**config.mk**
```make
export PLATFORM = sky130hd
export DESIGN_NAME = acc4_seq
export DESIGN_NICKNAME = d
export VERILOG_FILES = /design/src/rtl/acc4_seq.sv
export SDC_FILE = /design/constraint.sdc
export NUM_CORES = 1
export LEC_CHECK = 0
export CAP_MARGIN = 25
export CELL_PAD_IN_SITES_DETAIL_PLACEMENT = 2
export CELL_PAD_IN_SITES_GLOBAL_PLACEMENT = 2
export CORE_MARGIN = 10
export CORE_UTILIZATION = 28
export CTS_BUF_LIST = sky130_fd_sc_hd__clkbuf_8 sky130_fd_sc_hd__clkbuf_16
export DETAILED_ROUTE_END_ITERATION = 12
export GPL_ROUTABILITY_DRIVEN = 0
export PLACE_DENSITY = 0.85
export SLEW_MARGIN = 20
export SYNTH_ARGS = -nofsm -noshare
export SYNTH_HDL_FRONTEND = slang
export SYNTH_SLANG_ARGS = --single-unit
```
**constraint.sdc**
```tcl
create_clock -name clk -period 3.6 [get_ports clk]
set_input_delay 0.72 -clock clk [delete_from_list [all_inputs] [get_ports clk]]
set_output_delay 0.72 -clock clk [all_outputs]
set_load 0.02 [all_outputs]
```
**src/rtl/acc4_seq.sv**
```systemverilog
// ---------------------------------------------------------------------------
// acc4_seq -- sequenced 4-bit signed accumulator around an external adder.
//
// Each accepted operand is held in B while the accumulator drives A. The
// external ripple-carry adder gets SETTLE_CYCLES clocks to settle. Its sum
// S_rca (and overflow O_rca) is then captured into the accumulator.
//
// Parameter:
//   SETTLE_CYCLES  adder settle time in clocks, legal range 1..15 (default 2)
//
// Build option:
//   ACC4_SEQ_SAT_EN  when defined, an overflowing capture saturates the
//                    accumulator to 4'b0111 / 4'b1000 (chosen by the sign of
//                    A) instead of wrapping. The sticky flag is unaffected.
//
// Ports:
//   clk         in   rising-edge clock
//   rst_n       in   asynchronous active-low reset
//   in_valid    in   operand offered on in_data
//   in_data     in   [3:0] signed operand
//   in_ready    out  operand accepted this cycle (combinational)
//   clr         in   synchronous clear of accumulator and sticky flag
//   A           out  [3:0] adder operand A (= accumulator)
//   B           out  [3:0] adder operand B (= operand register)
//   S_rca       in   [3:0] adder sum
//   O_rca       in   adder signed overflow
//   acc         out  [3:0] accumulator value (same as A)
//   out_valid   out  one-cycle pulse after acc updates
//   ovf_sticky  out  any overflow since last clear/reset
//
// State  | meaning
// IDLE   | waiting for an operand; in_ready high unless clr
// SETTLE | A/B held stable, counting down the adder settle time
// CAPTURE| adder result sampled into acc, out_valid pulsed
// ---------------------------------------------------------------------------
module acc4_seq #(
  parameter int unsigned SETTLE_CYCLES = 2
) (
  input  logic       clk,
  input  logic       rst_n,
  input  logic       in_valid,
  input  logic [3:0] in_data,
  output logic       in_ready,
  input  logic       clr,
  output logic [3:0] A,
  output logic [3:0] B,
  input  logic [3:0] S_rca,
  input  logic       O_rca,
  output logic [3:0] acc,
  output logic       out_valid,
  output logic       ovf_sticky
);

  typedef enum logic [1:0] {
    IDLE    = 2'd0,
    SETTLE  = 2'd1,
    CAPTURE = 2'd2
  } state_t;

  // Counter is loaded with SETTLE_CYCLES-1 so that SETTLE spans exactly
  // SETTLE_CYCLES clocks (leaves on the cycle the counter reads zero).
  localparam logic [3:0] CNT_LOAD = 4'(SETTLE_CYCLES - 1);

  state_t     state_q;
  logic [3:0] acc_q;
  logic [3:0] b_q;
  logic [3:0] cnt_q;
  logic       out_valid_q;
  logic       ovf_q;
  logic [3:0] acc_d;

  // Value loaded into the accumulator at CAPTURE.
  always_comb begin
    acc_d = S_rca;
`ifdef ACC4_SEQ_SAT_EN
    // Overflow can only occur when both operands share A's sign, so A[3]
    // picks the saturation rail.
    if (O_rca) begin
      acc_d = acc_q[3] ? 4'b1000 : 4'b0111;
    end
`endif
  end

  always_ff @(posedge clk or negedge rst_n) begin
    if (!rst_n) begin
      state_q     <= IDLE;
      acc_q       <= 4'd0;
      b_q         <= 4'd0;
      cnt_q       <= 4'd0;
      out_valid_q <= 1'b0;
      ovf_q       <= 1'b0;
    end else begin
      out_valid_q <= 1'b0;
      if (clr) begin
        // B is intentionally kept; any operation in flight is dropped.
        acc_q   <= 4'd0;
        ovf_q   <= 1'b0;
        state_q <= IDLE;
      end else begin
        case (state_q)
          IDLE: begin
            if (in_valid) begin
              b_q     <= in_data;
              cnt_q   <= CNT_LOAD;
              state_q <= SETTLE;
            end
          end
          SETTLE: begin
            if (cnt_q == 4'd0) begin
              state_q <= CAPTURE;
            end else begin
              cnt_q <= cnt_q - 4'd1;
            end
          end
          CAPTURE: begin
            acc_q       <= acc_d;
            ovf_q       <= ovf_q | O_rca;
            out_valid_q <= 1'b1;
            state_q     <= IDLE;
          end
          default: begin
            state_q <= IDLE;
          end
        endcase
      end
    end
  end

  assign in_ready   = (state_q == IDLE) && !clr;
  assign A          = acc_q;
  assign acc        = acc_q;
  assign B          = b_q;
  assign out_valid  = out_valid_q;
  assign ovf_sticky = ovf_q;

endmodule

```
==> impl_results.md <==
- P_sw: 203 uW
- Fillers: 271
- Period utilization: 80.6%
- Xor-xnor portion of the synthesized cell area: 1.16%
- Most common cell in the synthesized netlist: dfrtp_1
- Reg2Reg Setup Slack: 1.91 ns
- Post-cts gate resize count: 0
- Maxcap violations: 0
- P per Cell Area: 588 mW/mm2
- I/O pins: 28
- Met2 wire length: 1.02 mm
- Effective utilization at floorplan: 30.1%
- Finished Layout Cells: 117
- Syn Inst Count: 62
- Final wirelength: 1.95 mm
- Die area: 0.00519 mm2
- RSZ-0062 raised after global routing: false
- Ant diodes: 0
- Total negative slack: 0 ns
- Overflow after GRT: 0
- Max Freq: 0.345 GHz
- Slew Viols, Final: 0
- Setup Fix Bufs, Post-CTS: 0
- Reg clk slew, reported paths: 0.06 ns
- CTS Sinks: 16
- Hold path cells: 1
- Slew headroom: 51.8%
- # setup viols final: 0
- Mapped Avg Cell Area: 12.2 um2
- Synth top area cells: dfrtp_1, mux2i_1, mux2_2
- Global Route Usage Sum: 7.75%
- Skew final: 0.00202 ns
- DIE WIDTH: 72.0 um
- Sequential area share after synthesis: 52.8%
- Pleak: 0.000496 uW
- Beginning of the critical path: clr
- Crit path setup slack, layout: 0.699 ns
- Pin count of the biggest net entering global routing: 17
- DRT met1 WL: 794 um
- Avg WL per Cell: 16.7 um
- Startpoint types: input port
- Leading area contributor after synthesis: dfrtp_1
- Via density per instance: 4.87
- Die Span Y: 72.0 um
- Hold Crit Class: reg2reg
- Ys async rst share: 100%
- Yosys cell types: 22
- I/O Buffers: 27
- Final Cell Area: 0.00108 mm2
- Synthesized cell area: 758 um2
- Synth Area in Adders: 3.30%
- Hold path start: B[1]
- First-pass GRT wire length: 3.28 mm
- DR vias: 570
- CP arrival: 2.18 ns
- Main synth FF type: dfrtp_1
- Sequential share of power: 40.2%
- Post-synth top area share: 52.8%
- FF+latch count, synth: 16
- Actual slew at the worst max-slew pin: 0.720 ns
- Row cnt: 18
- Post-CTS Hold Fix Bufs: 0
- Fraction of layout cells with a size suffix above 1: 13.8%
- Simple-Gate Fraction of Synth Area: 17.0%
- Clk_lat worst skew: 0.24 ns
- Initial antenna violation count: 0
- Max layer used: met4
- Crit Path Class: in2out
- Initial DRC Count: 7
- DRC violation count after routing: 0
- Worst r2r src: cnt_q[0]
- Pre-CTS setup slack: 0.683 ns
- Synth cell count leaders: dfrtp_1, nor2_1, mux2i_1
- Synth warn: 0
- Wire length on met3: 127 um
- Placed cell area: 0.00103 mm2
- Total power: 635 uW
- TritonRoute pass-1 iters: 4
- # H-tree levels: 1
- Clk root buf: clkbuf_8
- Multiplexer share of the synthesized area: 12.5%
- Worst setup EP type: primary output
- TritonCTS Buffers: 3
- Clk buf depth: 2
- Cells after DPL: 113
- Comb power frac: 35.7%
- Vias in the first global route: 623
- Final Hold Vio Count: 0
- Status: complete, no violations
- Worst VDD drop: 0.249 mV
- CP required: 2.88 ns
- Detailed placement HPWL: 1.61 mm
- Final ANT Viol Nets: 0
- Reg2Reg Depth: 5
- Largest family of logic cells by synthesized area: simple AND/OR/NAND/NOR gates
- CTS tree: done
- Syn Nets: 77
- Post-synth EDFFs: 0
- Nets: 103
- Int Pwr: 433 uW
- Complex-gate fraction of the synthesized area: 5.94%
- Core footprint: 0.00252 mm2
- Clock share of power: 24.1%
- Worst Path Max Fanout: 10
- Area growth syn-to-layout: 42.6%
- Minimum clock period: 2.90 ns
- Net Sw Frac: 31.9%
through the flow:
step,util (%),hold WS (ns)
global route,42.9,0.531
CTS,42.9,0.510
detailed placement,40.7,0.496
floorplan,-,0.424
global placement,40.7,0.486
finish,42.9,0.505
logic make-up (layout without fill, tap and decap cells):
logic type	after synthesis	count (layout)
AOI/OAI and AO/OA	5	5
xor gates and xnor gates	1	1
adders and majority gates	2	2
buffers and inverters	10	35
DFF	16	16
muxes	9	9
and+or+nand+nor	19	19
critical path, cell delays in order:
cell,delay [ns]
clkdlybuf4s50_1,0.61
nor3_1,0.22
clkdlybuf4s50_1,0.64
per-layer routing:
layer  vias to the layer above  GRT usage (%)
met5                         -              0
met4                         0           2.58
met3                         2           2.31
met2                        17           13.4
met1                       290           8.84
li1                        261              -
final timing paths:
kind                              end
setup reg to reg             cnt_q[3]
max in group asynchronous  ovf_sticky
setup / recovery             in_ready
min in group asynchronous        A[3]
hold reg to reg                  B[1]
hold / removal                   B[1]
cell usage in the layout, fill, tap and decap left out:
master and instances:
a211o_1 1, a22o_1 1, a31oi_1 1, a31oi_2 1, clkbuf_8 4, clkdlybuf4s50_1 27
dfrtp_1 16, ha_1 2, inv_1 4, mux2_2 4, mux2i_1 5, nand2b_1 1
nand3_1 1, nor2_1 9, nor3_1 2, nor3b_1 2, nor4b_2 1, nor4b_4 1
o2bb2ai_1 1, or3b_1 1, or3b_4 1, xor2_1 1
sequential cells by signal, indices dropped and copies added, names as in the netlist:
signal	cells
cnt_q	4
out_valid	1
ovf_sticky	1
A	4
B	4
state_q	2
power groups by stage:
stage / combinational [uW] / clock, uW / sequential [uW]
final: 227 / 153 / 256
after global routing: 248 / 166 / 264
after CTS: 233 / 159 / 257
after detailed placement: 229 / 0 / 260
after global placement: 217 / 0 / 256
after floorplan: 114 / 0 / 276
cell type report:
type                       count  area, um2  area share, %
clock buffer                   4       55.1           5.09
inverter                       4       15.0           1.39
multi-input combinational     36        303           28.0
sequential                    16        400           37.0
tap                           30       37.5           3.47
timing repair buffer          27        270           25.0
(Power assumes the default switching activity.)
